## src/rtl/sched_pkg.sv

```systemverilog
// rtl/sched_pkg.sv - shared scheduler state encoding and instruction-RAM memory map
//
// Purpose: FSM state enum for quantum_scheduler plus the memory-map constants
//          that the instruction-RAM loader also uses.
// Ports:   none (package).
package sched_pkg;

    typedef enum logic [1:0] {
        S_IDLE   = 2'd0,
        S_IRQ    = 2'd1,
        S_SWITCH = 2'd2,
        S_RUN    = 2'd3
    } sched_state_e;

    // Instruction-RAM memory map: context-switch routine, scheduler OS code,
    // then one fixed-size slot per user program.
    localparam int unsigned CS_BASE   = 0;
    localparam int unsigned SO_BASE   = 1000;
    localparam int unsigned USER_BASE = 2000;
    localparam int unsigned SLOT_SIZE = 1000;

endpackage

```

## src/rtl/rr_picker.sv

```systemverilog
// rtl/rr_picker.sv - combinational round-robin first-alive-process finder
//
// Purpose: returns the first set bit of alive searching start_pid+1,
//          start_pid+2, ... with wrap, start_pid itself last; when from_idle
//          is set the search is simply 0,1,2,...
// Ports:   alive     - candidate mask
//          start_pid - currently running pid (search origin)
//          from_idle - search from pid 0 instead of start_pid+1
//          pid       - selected pid (0 when nothing found)
//          found     - at least one candidate was alive
module rr_picker #(
    parameter int NUM_PROCS = 5,
    parameter int PID_WIDTH = 3
) (
    input  logic [NUM_PROCS-1:0] alive,
    input  logic [PID_WIDTH-1:0] start_pid,
    input  logic                 from_idle,
    output logic [PID_WIDTH-1:0] pid,
    output logic                 found
);

    // Constant-index bit select so a run-time int index never reaches the vector.
    function automatic logic bit_at(input logic [NUM_PROCS-1:0] m, input int idx);
        logic b;
        b = 1'b0;
        for (int j = 0; j < NUM_PROCS; j++) begin
            if (j == idx) b = m[j];
        end
        return b;
    endfunction

    always_comb begin
        pid   = '0;
        found = 1'b0;
        for (int i = 0; i < NUM_PROCS; i++) begin
            int cand;
            if (from_idle) begin
                cand = i;
            end else begin
                // start_pid < NUM_PROCS, so one subtraction is enough to wrap.
                cand = int'(start_pid) + 1 + i;
                if (cand >= NUM_PROCS) cand = cand - NUM_PROCS;
            end
            if (!found && bit_at(alive, cand)) begin
                found = 1'b1;
                pid   = PID_WIDTH'(cand);
            end
        end
    end

endmodule

```

## src/rtl/quantum_scheduler.sv

```systemverilog
// rtl/quantum_scheduler.sv - preemptive round-robin scheduler for user-program slots
//
// Purpose: counts retired user instructions against a fixed quantum, raises
//          irq to enter the context-switch routine, selects the next process
//          and publishes its relocation base for the fetch path.
// Ports:   clock, reset_n (async, active low)
//          enable       - start scheduling (IDLE only)
//          proc_valid   - loaded-slot mask, captured when leaving IDLE
//          instr_retire - one pulse per retired user instruction
//          proc_exit    - running process halted
//          irq_ack      - CPU accepted irq
//          cs_done      - context-switch routine finished
//          irq, user_mode, cur_pid, next_pid, base_addr, quantum_left,
//          all_done     - registered status/control outputs
module quantum_scheduler
    import sched_pkg::*;
#(
    parameter int NUM_PROCS  = 5,
    parameter int PID_WIDTH  = 3,
    parameter int QUANTUM    = 1000,
    parameter int ADDR_WIDTH = 32,
    parameter int QW         = $clog2(QUANTUM + 1)
) (
    input  logic                  clock,
    input  logic                  reset_n,
    input  logic                  enable,
    input  logic [NUM_PROCS-1:0]  proc_valid,
    input  logic                  instr_retire,
    input  logic                  proc_exit,
    input  logic                  irq_ack,
    input  logic                  cs_done,
    output logic                  irq,
    output logic                  user_mode,
    output logic [PID_WIDTH-1:0]  cur_pid,
    output logic [PID_WIDTH-1:0]  next_pid,
    output logic [ADDR_WIDTH-1:0] base_addr,
    output logic [QW-1:0]         quantum_left,
    output logic                  all_done
);

    sched_state_e          state_q, state_d;
    logic [NUM_PROCS-1:0]  alive_q, alive_d;
    logic [PID_WIDTH-1:0]  cur_q, cur_d;
    logic [PID_WIDTH-1:0]  next_q, next_d;
    logic [ADDR_WIDTH-1:0] base_q, base_d;
    logic [QW-1:0]         ql_q, ql_d;
    logic                  done_q, done_d;

    logic [NUM_PROCS-1:0]  alive_cleared;
    logic [NUM_PROCS-1:0]  pick_mask;
    logic [PID_WIDTH-1:0]  pick_pid;
    logic                  pick_found;
    logic                  expiry;

    localparam logic [ADDR_WIDTH-1:0] SO_ADDR = ADDR_WIDTH'(SO_BASE);

    function automatic logic [ADDR_WIDTH-1:0] slot_base(input logic [PID_WIDTH-1:0] p);
        return ADDR_WIDTH'(USER_BASE) + ADDR_WIDTH'(p) * ADDR_WIDTH'(SLOT_SIZE);
    endfunction

    assign alive_cleared = alive_q & ~(NUM_PROCS'(1) << cur_q);
    assign expiry        = instr_retire && (ql_q == QW'(1));

    // One picker serves every decision point: IDLE looks at the incoming
    // slot mask, an exit looks at the mask with the leaver already removed.
    always_comb begin
        pick_mask = alive_q;
        if (state_q == S_IDLE)  pick_mask = proc_valid;
        else if (proc_exit)     pick_mask = alive_cleared;
    end

    rr_picker #(
        .NUM_PROCS (NUM_PROCS),
        .PID_WIDTH (PID_WIDTH)
    ) u_picker (
        .alive     (pick_mask),
        .start_pid (cur_q),
        .from_idle (state_q == S_IDLE),
        .pid       (pick_pid),
        .found     (pick_found)
    );

    always_comb begin
        state_d = state_q;
        alive_d = alive_q;
        cur_d   = cur_q;
        next_d  = next_q;
        base_d  = base_q;
        ql_d    = ql_q;
        done_d  = 1'b0;

        case (state_q)
            S_IDLE: begin
                base_d = SO_ADDR;
                if (enable && pick_found) begin
                    alive_d = proc_valid;
                    next_d  = pick_pid;
                    state_d = S_IRQ;
                end
            end
            S_IRQ: begin
                if (irq_ack) state_d = S_SWITCH;
            end
            S_SWITCH: begin
                if (cs_done) begin
                    cur_d   = next_q;
                    base_d  = slot_base(next_q);
                    ql_d    = QW'(QUANTUM);
                    state_d = S_RUN;
                end
            end
            S_RUN: begin
                if (instr_retire && (ql_q != '0)) ql_d = ql_q - QW'(1);
                // Exit outranks a simultaneous expiry.
                if (proc_exit) begin
                    alive_d = alive_cleared;
                    if (!pick_found) begin
                        state_d = S_IDLE;
                        done_d  = 1'b1;
                        base_d  = SO_ADDR;
                    end else begin
                        next_d  = pick_pid;
                        state_d = S_IRQ;
                    end
                end else if (expiry) begin
                    // Sole survivor keeps the CPU without a context switch.
                    if (pick_pid == cur_q) begin
                        ql_d = QW'(QUANTUM);
                    end else begin
                        next_d  = pick_pid;
                        state_d = S_IRQ;
                    end
                end
            end
            default: state_d = S_IDLE;
        endcase
    end

    always_ff @(posedge clock or negedge reset_n) begin
        if (!reset_n) begin
            state_q <= S_IDLE;
            alive_q <= '0;
            cur_q   <= '0;
            next_q  <= '0;
            base_q  <= SO_ADDR;
            ql_q    <= '0;
            done_q  <= 1'b0;
        end else begin
            state_q <= state_d;
            alive_q <= alive_d;
            cur_q   <= cur_d;
            next_q  <= next_d;
            base_q  <= base_d;
            ql_q    <= ql_d;
            done_q  <= done_d;
        end
    end

    // Pure decodes of the state register, so no input reaches an output directly.
    assign irq          = (state_q == S_IRQ);
    assign user_mode    = (state_q == S_RUN);
    assign cur_pid      = cur_q;
    assign next_pid     = next_q;
    assign base_addr    = base_q;
    assign quantum_left = ql_q;
    assign all_done     = done_q;

endmodule
```

## config.mk

```make
export PLATFORM = sky130hd
export DESIGN_NAME = quantum_scheduler
export DESIGN_NICKNAME = d
export VERILOG_FILES = /design/src/rtl/sched_pkg.sv /design/src/rtl/rr_picker.sv /design/src/rtl/quantum_scheduler.sv
export SDC_FILE = /design/constraint.sdc
export NUM_CORES = 1
export LEC_CHECK = 0
export CORE_MARGIN = 2
export CORE_UTILIZATION = 53
export CTS_CLUSTER_SIZE = 30
export DETAILED_ROUTE_END_ITERATION = 8
export PLACE_DENSITY_LB_ADDON = 0.25
export SYNTH_ARGS = -nofsm -noshare
export SYNTH_HDL_FRONTEND = slang
export SYNTH_SLANG_ARGS = --single-unit
```

## constraint.sdc

```tcl
create_clock -name clock -period 6.1 [get_ports clock]
set_input_delay 0.61 -clock clock [delete_from_list [all_inputs] [get_ports clock]]
set_output_delay 0.61 -clock clock [all_outputs]
set_load 0.01 [all_outputs]
```

======== After elaboration in Yosys (flattened, before gate mapping) ========
Cells that the tools add are included.
W data, S select, Z words.
operators by class
  shift operators ......................... 1
  reductions and logical operators ........ 27
  divide/modulo/power cells ............... 0
  multiplexer cells ....................... 76
  equal/unequal tests ..................... 33
  $lt $le $gt $ge ......................... 5
  bitwise logic cells ..................... 2
  multiply operators ...................... 1
  add/subtract/negate cells ............... 12
operator list
  kind                      count
  $mux W32                  13
  $eq A3 B32 Y1 const A     10
  $eq A2 B32 Y1 const A     5
  $eq A4 B32 Y1 const A     5
  $logic_not A32 Y1         5
  $ge A32 B4 Y1 const B     4
  $sub A32 B4 Y32 const B   4
  $pmux W32 S3              1
  $add A32 B3 Y32 const B   2
  $mux W10                  5
  $mux W1                   34
  $add A32 B2 Y32 const B   1
  $add A32 B4 Y32 const B   1
  $mux W3                   10
  $pmux W10 S2              1
  $mux W5                   3
  $add A11 B13 Y14 const A  1
  $mux W2                   6
  $eq A10 B1 Y1 const B     1
  $mul A3 B7 Y10 const B    1
  $ne A2 B2 Y1 const B      5
  $pmux W5 S2               1
  $reduce_and A5 Y1         2
  $reduce_bool A10 Y1       1
  other kinds (21)          35
storage, ports and cells
  memories kept ........................... 0
  RAM bits ................................ 0
  bits in latches ......................... 0
  register bits ........................... 56
  output and inout port bits .............. 51
  bits in read-only memories .............. 0
  word-level logic and storage cells ...... 164

======== Longest topological paths before layout ========
Gate-level depths: netlist of the first run.
  depth after elaboration ................. 28
  mapped depth ............................ 24
  depth with buffers taken out ............ 18

======== Hierarchy ========
Synthesis of the first run repeated with hierarchy kept, for this count alone.
second synthesis, totals
  cell total of the unflattened synthesis .. 533
  area, all modules ....................... 4,324.1 um2
modules (own cells, without submodules)
  module             area each (um2)  sequential area each (um2)  instances  cells an instance
  quantum_scheduler  2,555.0          883.3                       1          276
  rr_picker          1,769.2          0.0                         1          257

======== Worst setup path after synthesis of the first run ========
Ideal clock, no wire load.
  path type ............................... register -> register
  start point ............................. register cur_q[0] (netlist: cur_pid[0])
  end point ............................... register next_q[0] (netlist: next_pid[0])
  buffers on the path ..................... 4
  required time ........................... 5.975 ns
  arrival ................................. 4.861 ns
  cell stages (with the launch flop) ...... 23
  setup slack ............................. 1.114 ns
  path through ............................ dfrtp_1 > ha_1 > ha_1 > buf_6 > buf_6 > inv_2 > ha_1 > buf_2 > nand2_1 > ha_1 > buf_2 > inv_1 > o22ai_1 > a22o_1 > a221oi_1 > o21ai_0 > o2111ai_1 > a31oi_1 > or3_1 > a21oi_2 > o2111ai_2 > o221ai_2 > mux2_4
on the way
  word-level cells in the longest chain between the ends .. 27
ends and longest elaborated chain
  item                                                      line                      RTL
  from (decl)                                               quantum_scheduler.sv:43   logic [PID_WIDTH-1:0] cur_q, cur_d;
  from (signal assigned)                                    quantum_scheduler.sv:151  cur_q <= cur_d;
  branches (longest 27 deep; another with $add A32 B2 Y32)  --
  to (signal assigned)                                      quantum_scheduler.sv:152  next_q <= next_d;
  to (decl)                                                 quantum_scheduler.sv:44   logic [PID_WIDTH-1:0] next_q, next_d;
Several ways; the timed one is not identified. The select of a mux whose other input is x is not followed.
A chain may end at the register's enable or synchronous reset.

======== Worst setup path after layout of the first run ========
  start point ............................. register cur_q[1] (netlist: cur_pid[1])
  end point ............................... register next_q[0] (netlist: next_pid[0])
The elaborated chain is that of the path after synthesis.

==> metrics, run 1 <==
EDFF count, synth=0; initial core utilization=53.86%; number of synthesized register bits=35; GP Congestion=1.002; top routing layer used=met4; Core Util, Final=59.81%; Total Wirelength=13770 um; DRC viols=0; area growth from synthesis to layout=11.06%; IO Pins=63; reg2reg end=next_pid[0]; max cap viols=0; Synth warnings=0; unrepaired setup endpoints after global routing=false; R2R Path Start=cur_pid[1]; Yosys cell types=94; CTS Buf Count=5; Worst Path Arrival=5850 ps; initial drt markers=481; Die Y=97.45 um; final setup fails=0; CP max FO=16; metal2 WL=6220 um; Seq/Total Area, Yosys=19.09%; CTS tree=yes; critical path startpoint=cur_pid[1]; final hold vios=0; worst-skew pair later-pin latency=300 ps; Worst Hold Endpoint=base_addr[11]; WL per Instance=18.89 um; Vias per Instance=6.464; hold_buf cts=0; cell area after synthesis=0.004628 mm^2; Design Area, Final=0.005140 mm^2; DIE WIDTH=97.45 um; Die Area=0.009496 mm^2; layout cells sized above 1=9.179%; worst slew pin tran=804.6 ps; Antenna Nets Post-Route=0; row count=34; Sink Count=35; Worst slew margin=46.36%; Async SR Flop Fraction=100.0%; PnR worst setup slack=426.2 ps; pre-CTS setup slack=512.0 ps; vias in the first global route=4485; Worst Clk Skew=7.328 ps; Final Max Slew Viols=0; GRT Residual Overflow=0; drt pass-1 iters=7; number of post-CTS setup repair buffers=0; Top FF cell, synth=dfrtp_1; Post-Syn Instances=588; WL met3=1100 um; CORE AREA=0.008593 mm^2; DP HPWL=10520 um; CP required=6280 ps; nets=670; setup TNS=0 ps; largest net degree at the start of global routing=41; average size of a mapped cell=7.871 um^2; Reg2Reg Depth=19; met1 wire length=6192 um; maximum buffer depth of the clock tree=2; Post-CTS Resized=0; CP startpoint kind=flop; outcome=complete, no violations; H-Tree Depth=2; Hold Path Class=flop to flop; DR vias=4712; hold path depth=2; critical path endpoint category=flop; r2r setup slk=430 ps; number of antenna violations at the first check in global routing=0; global-route wire length before repair=22710 um; Port Buf Inserts=41; critical path class=flop to flop; fmax=0.1762 GHz; clk slew on worst S/H paths=70 ps; Min-Delay Startpoint=base_addr[11]; clk root buf=clkbuf_8; # diodes=0; gr usage total=29.09%; Final Critical Period=5674 ps; Final Cycle Share=93.01%; Post-DP Area=0.005040 mm^2
## cells in the final DEF (no fill, tap or decap), types with 7 or more instances in the layout
| cell | n |
|---|---|
| a211o_1 | 7 |
| a21oi_1 | 31 |
| a31oi_1 | 12 |
| and2_1 | 8 |
| buf_4 | 11 |
| clkbuf_8 | 7 |
| clkdlybuf4s50_1 | 41 |
| conb_1 | 21 |
| dfrtp_1 | 29 |
| ha_1 | 33 |
| inv_1 | 34 |
| mux2i_1 | 9 |
| nand2_1 | 56 |
| nand2b_1 | 13 |
| nand3_1 | 20 |
| nand4_1 | 7 |
| nor2_1 | 50 |
| nor2b_1 | 8 |
| nor3_1 | 13 |
| o21ai_0 | 27 |
| or3_1 | 10 |
| xnor2_1 | 13 |
## area by class of cell
class	instances	area, um^2
tap	108	135.1
fill	774	3453
clock buffer	8	100.1
multi-input combinational	490	3393
timing repair buffer	52	493.0
sequential	35	883.3
inverter	36	135.1
## cells in the mapped netlist, types with 10 or more instances
cell	number	area, um^2
xnor2_1	13	113.9
a31oi_1	12	75.07
buf_4	22	165.2
nand3_1	20	100.1
nand2b_1	13	81.33
nand2_1	56	210.2
nor3_1	13	65.06
or3_1	10	62.56
ha_1	33	412.9
buf_2	14	70.07
a21oi_1	31	155.2
o21ai_0	27	135.1
nor2_1	50	187.7
dfrtp_1	29	725.7
inv_1	34	127.6
## cell families after synthesis
logic type	count (synthesis)	synth area share [%]
simple gates	233	26.87
mux	12	2.757
flops	35	19.09
buf+inv	83	9.219
other cells	1	0.08103
compound gates	168	27.33
fa+ha+maj	38	11.08
xor+xnor	18	3.569
## metal layers
layer | vias to the layer above | GRT usage [%]
met1 | 2262 | 41.79
li1 | 2181 | -
met4 | 0 | 8.333
met2 | 241 | 45.04
met5 | - | 0
met3 | 28 | 5.036
## registers in the layout (all words and copies together) (netlist names)
signal        count
alive_q           5
all_done          1
base_addr        11
cur_pid           3
next_pid          3
quantum_left     10
state_q           2
## how the worst max path moves through the flow
stage,to
detailed placement,next_pid[0]
global placement,next_pid[0]
floorplan,next_pid[0]
CTS,next_pid[0]
finish,next_pid[0]
global route,quantum_left[5]
## per-stage QoR
| stage | cells | hold WS [ps] |
|---|---|---|
| after floorplan | 608 | 314.4 |
| after global placement | 721 | 456.0 |
| after detailed placement | 721 | 459.1 |
| after CTS | 729 | 475.6 |
| after global routing | 729 | 522.9 |
| final | 729 | 472.0 |
## critical path: stages (launching register included)
cell	delay, ps
dfrtp_1	520
ha_1	290
ha_1	590
buf_4	320
xor2_2	350
nor2b_1	190
nor3_1	50
ha_1	270
nand2b_1	200
a21oi_1	140
a21oi_1	60
a311o_1	350
or4_4	550
a32o_1	270
a21oi_1	230
o21ai_1	110
a21oi_2	260
o2111ai_2	180
o221ai_2	290
mux2_4	330
Power of run 1 is not shown: default switching activity piles up to over one toggle a cycle in this logic, so the estimate is an artifact.
==> run 2: changes to the inputs <==
- CELL_PAD_IN_SITES_DETAIL_PLACEMENT: unset -> 0
- CELL_PAD_IN_SITES_GLOBAL_PLACEMENT: unset -> 1
- CORE_UTILIZATION: 53 -> 42
==> run 2 against run 1 <==
Against the previous run:
- worst setup slack gained 14 ps
- flip-flop and latch count is the same
- first-iteration DRC count shrank 30%
- clock-buffer cell count shrank 1
- highest routed layer unchanged
==> metrics, run 2 (synthesis results as in run 1) <==
Worst slew margin=45.76% (-0.60 points); Worst Clk Skew=11.58 ps (+4.252 ps); max reg flops=11 (unchanged); layout cells sized above 1=9.340% (+0.16 points); Final Cycle Share=92.78% (-0.24 points); unrepaired setup endpoints after global routing=false; Hold Path Class=input port to async pin; Antenna Nets Post-Route=0 (unchanged); row count=38 (+12%); most frequent CP cell=ha_1; largest net degree at the start of global routing=41 (unchanged); critical path class=flop to flop; final hold vios=0 (unchanged); worst slew pin tran=813.6 ps (+9.007 ps); Final Critical Period=5659 ps (-14.45 ps); CP required=6270 ps (about the same); Sink Count=35 (unchanged); CTS Buf Count=5 (unchanged); clk slew on worst S/H paths=80 ps (about the same); maximum buffer depth of the clock tree=2 (unchanged); number of post-CTS setup repair buffers=0 (unchanged); DP HPWL=10550 um (+0.31%); outcome=complete, no violations; drt pass-1 iters=5 (-2); WL per Instance=18.06 um (-4.4%); Worst Path Arrival=5830 ps (-20 ps); nets=670 (unchanged); IO Pins=63 (unchanged); GRT Residual Overflow=0 (unchanged); Total Wirelength=13740 um (-0.20%); Vias per Instance=5.946 (-8.0%); leading cell types in the layout, fill and taps excluded=nand2_1 (56), nor2_1 (50), clkdlybuf4s50_1 (40); Die Y=109.0 um (+12%); gr usage total=23.68% (-5.4 points); Die Area=0.01188 mm^2 (+25%); critical path endpoint category=flop; CTS tree=yes; leading cell type in the layout, fill and taps excluded=nand2_1; Reg2Reg Depth=19 (unchanged); DRC viols=0 (unchanged); Worst path max stage delay=580 ps (about the same); CORE AREA=0.01079 mm^2 (+26%); # diodes=0 (unchanged); setup TNS=0 ps (unchanged); global-route wire length before repair=22210 um (-2.2%); number of antenna violations at the first check in global routing=0 (unchanged); hold_buf cts=0 (unchanged); area growth from synthesis to layout=11.62%; fmax=0.1767 GHz (+0.26%); Slowest-stage cell, CP=dfrtp_1; initial drt markers=337 (-30%); final setup fails=0 (unchanged); Post-CTS Resized=0 (unchanged); H-Tree Depth=2 (unchanged); vias in the first global route=4226 (-5.8%); Port Buf Inserts=41 (unchanged); Fin Hold WS=402.4 ps (-69.60 ps); worst-skew pair later-pin latency=290 ps (about the same); initial core utilization=42.88% (-11 points); DIE WIDTH=109.0 um (+12%); GP Congestion=0.9859 (-1.6%); clk root buf=clkbuf_8; max cap viols=0 (unchanged); CP startpoint kind=flop; cell chain of the critical path=ha_1 -> ha_1 -> buf_4 -> nand2b_1 -> ha_1 -> nor2_1 -> ha_1 -> o21a_1 -> a221oi_1 -> mux2i_1 -> a31oi_1 -> or2_2 -> o221ai_2 -> a21oi_1 -> or3_1 -> a21oi_2 -> o2111ai_2 -> o221ai_2 -> mux2_4; CP max FO=12 (-4); DR vias=4525 (-4.0%); Final Max Slew Viols=0 (unchanged)
## run 2: changes by cell type in the layout (fill, tap and decap cells not counted)
cell	change
clkinv_2	+1
clkdlybuf4s50_1	-1
clkbuf_8	-1
buf_2	+1
## run 2: layer usage
layer | GRT usage, % | up-vias | part of all wire [%]
li1 | - | 2179 | -
met1 | 35.73 | 2165 | 47
met2 | 36.02 | 168 | 44
met3 | 2.809 | 13 | 6.9
met4 | 4.945 | 0 | 1.4
met5 | 0 | - | 0
## run 2: path summary, 6_finish.rpt
check	from	endpoint	slack [ps]
worst max-delay path	cur_pid[1]	next_pid[0]	440
worst min-delay path	reset_n	quantum_left[4]	400
worst max register to register	cur_pid[1]	next_pid[0]	440
worst min register to register	base_addr[10]	base_addr[10]	480
max in group asynchronous	reset_n	base_addr[13]	5170
min in group clock	base_addr[10]	base_addr[10]	480
## run 2: worst max-delay path, delay by kind of cell (launching register included)
family,cells,cell delay [ps]
compound gates,8,1710
fa+ha+maj,4,1320
simple gates,4,910
mux,2,800
flops,1,580
buf+inv,1,220
## run 2: per-stage QoR
stage               setup slack (ps)  area, um^2  instances  util, %
floorplan                       1114        4703        608        -
global placement               641.6        5075        753    47.02
detailed placement             518.3        5075        753    47.02
CTS                            495.2        5166        761    47.87
global route                   123.7        5166        761    47.87
finish                         440.6        5166        761    47.87
## run 2: layout make-up
type | instances | area [um^2]
Clock buffer | 7 | 86.33
Clock inverter | 1 | 5.005
Inverter | 36 | 135.1
Tap cell | 140 | 175.2
Multi-Input combinational cell | 490 | 3393
Sequential cell | 35 | 883.3
Timing Repair Buffer | 52 | 488.0
Fill cell | 1095 | 5627
Power of run 2 is left out for the same reason.
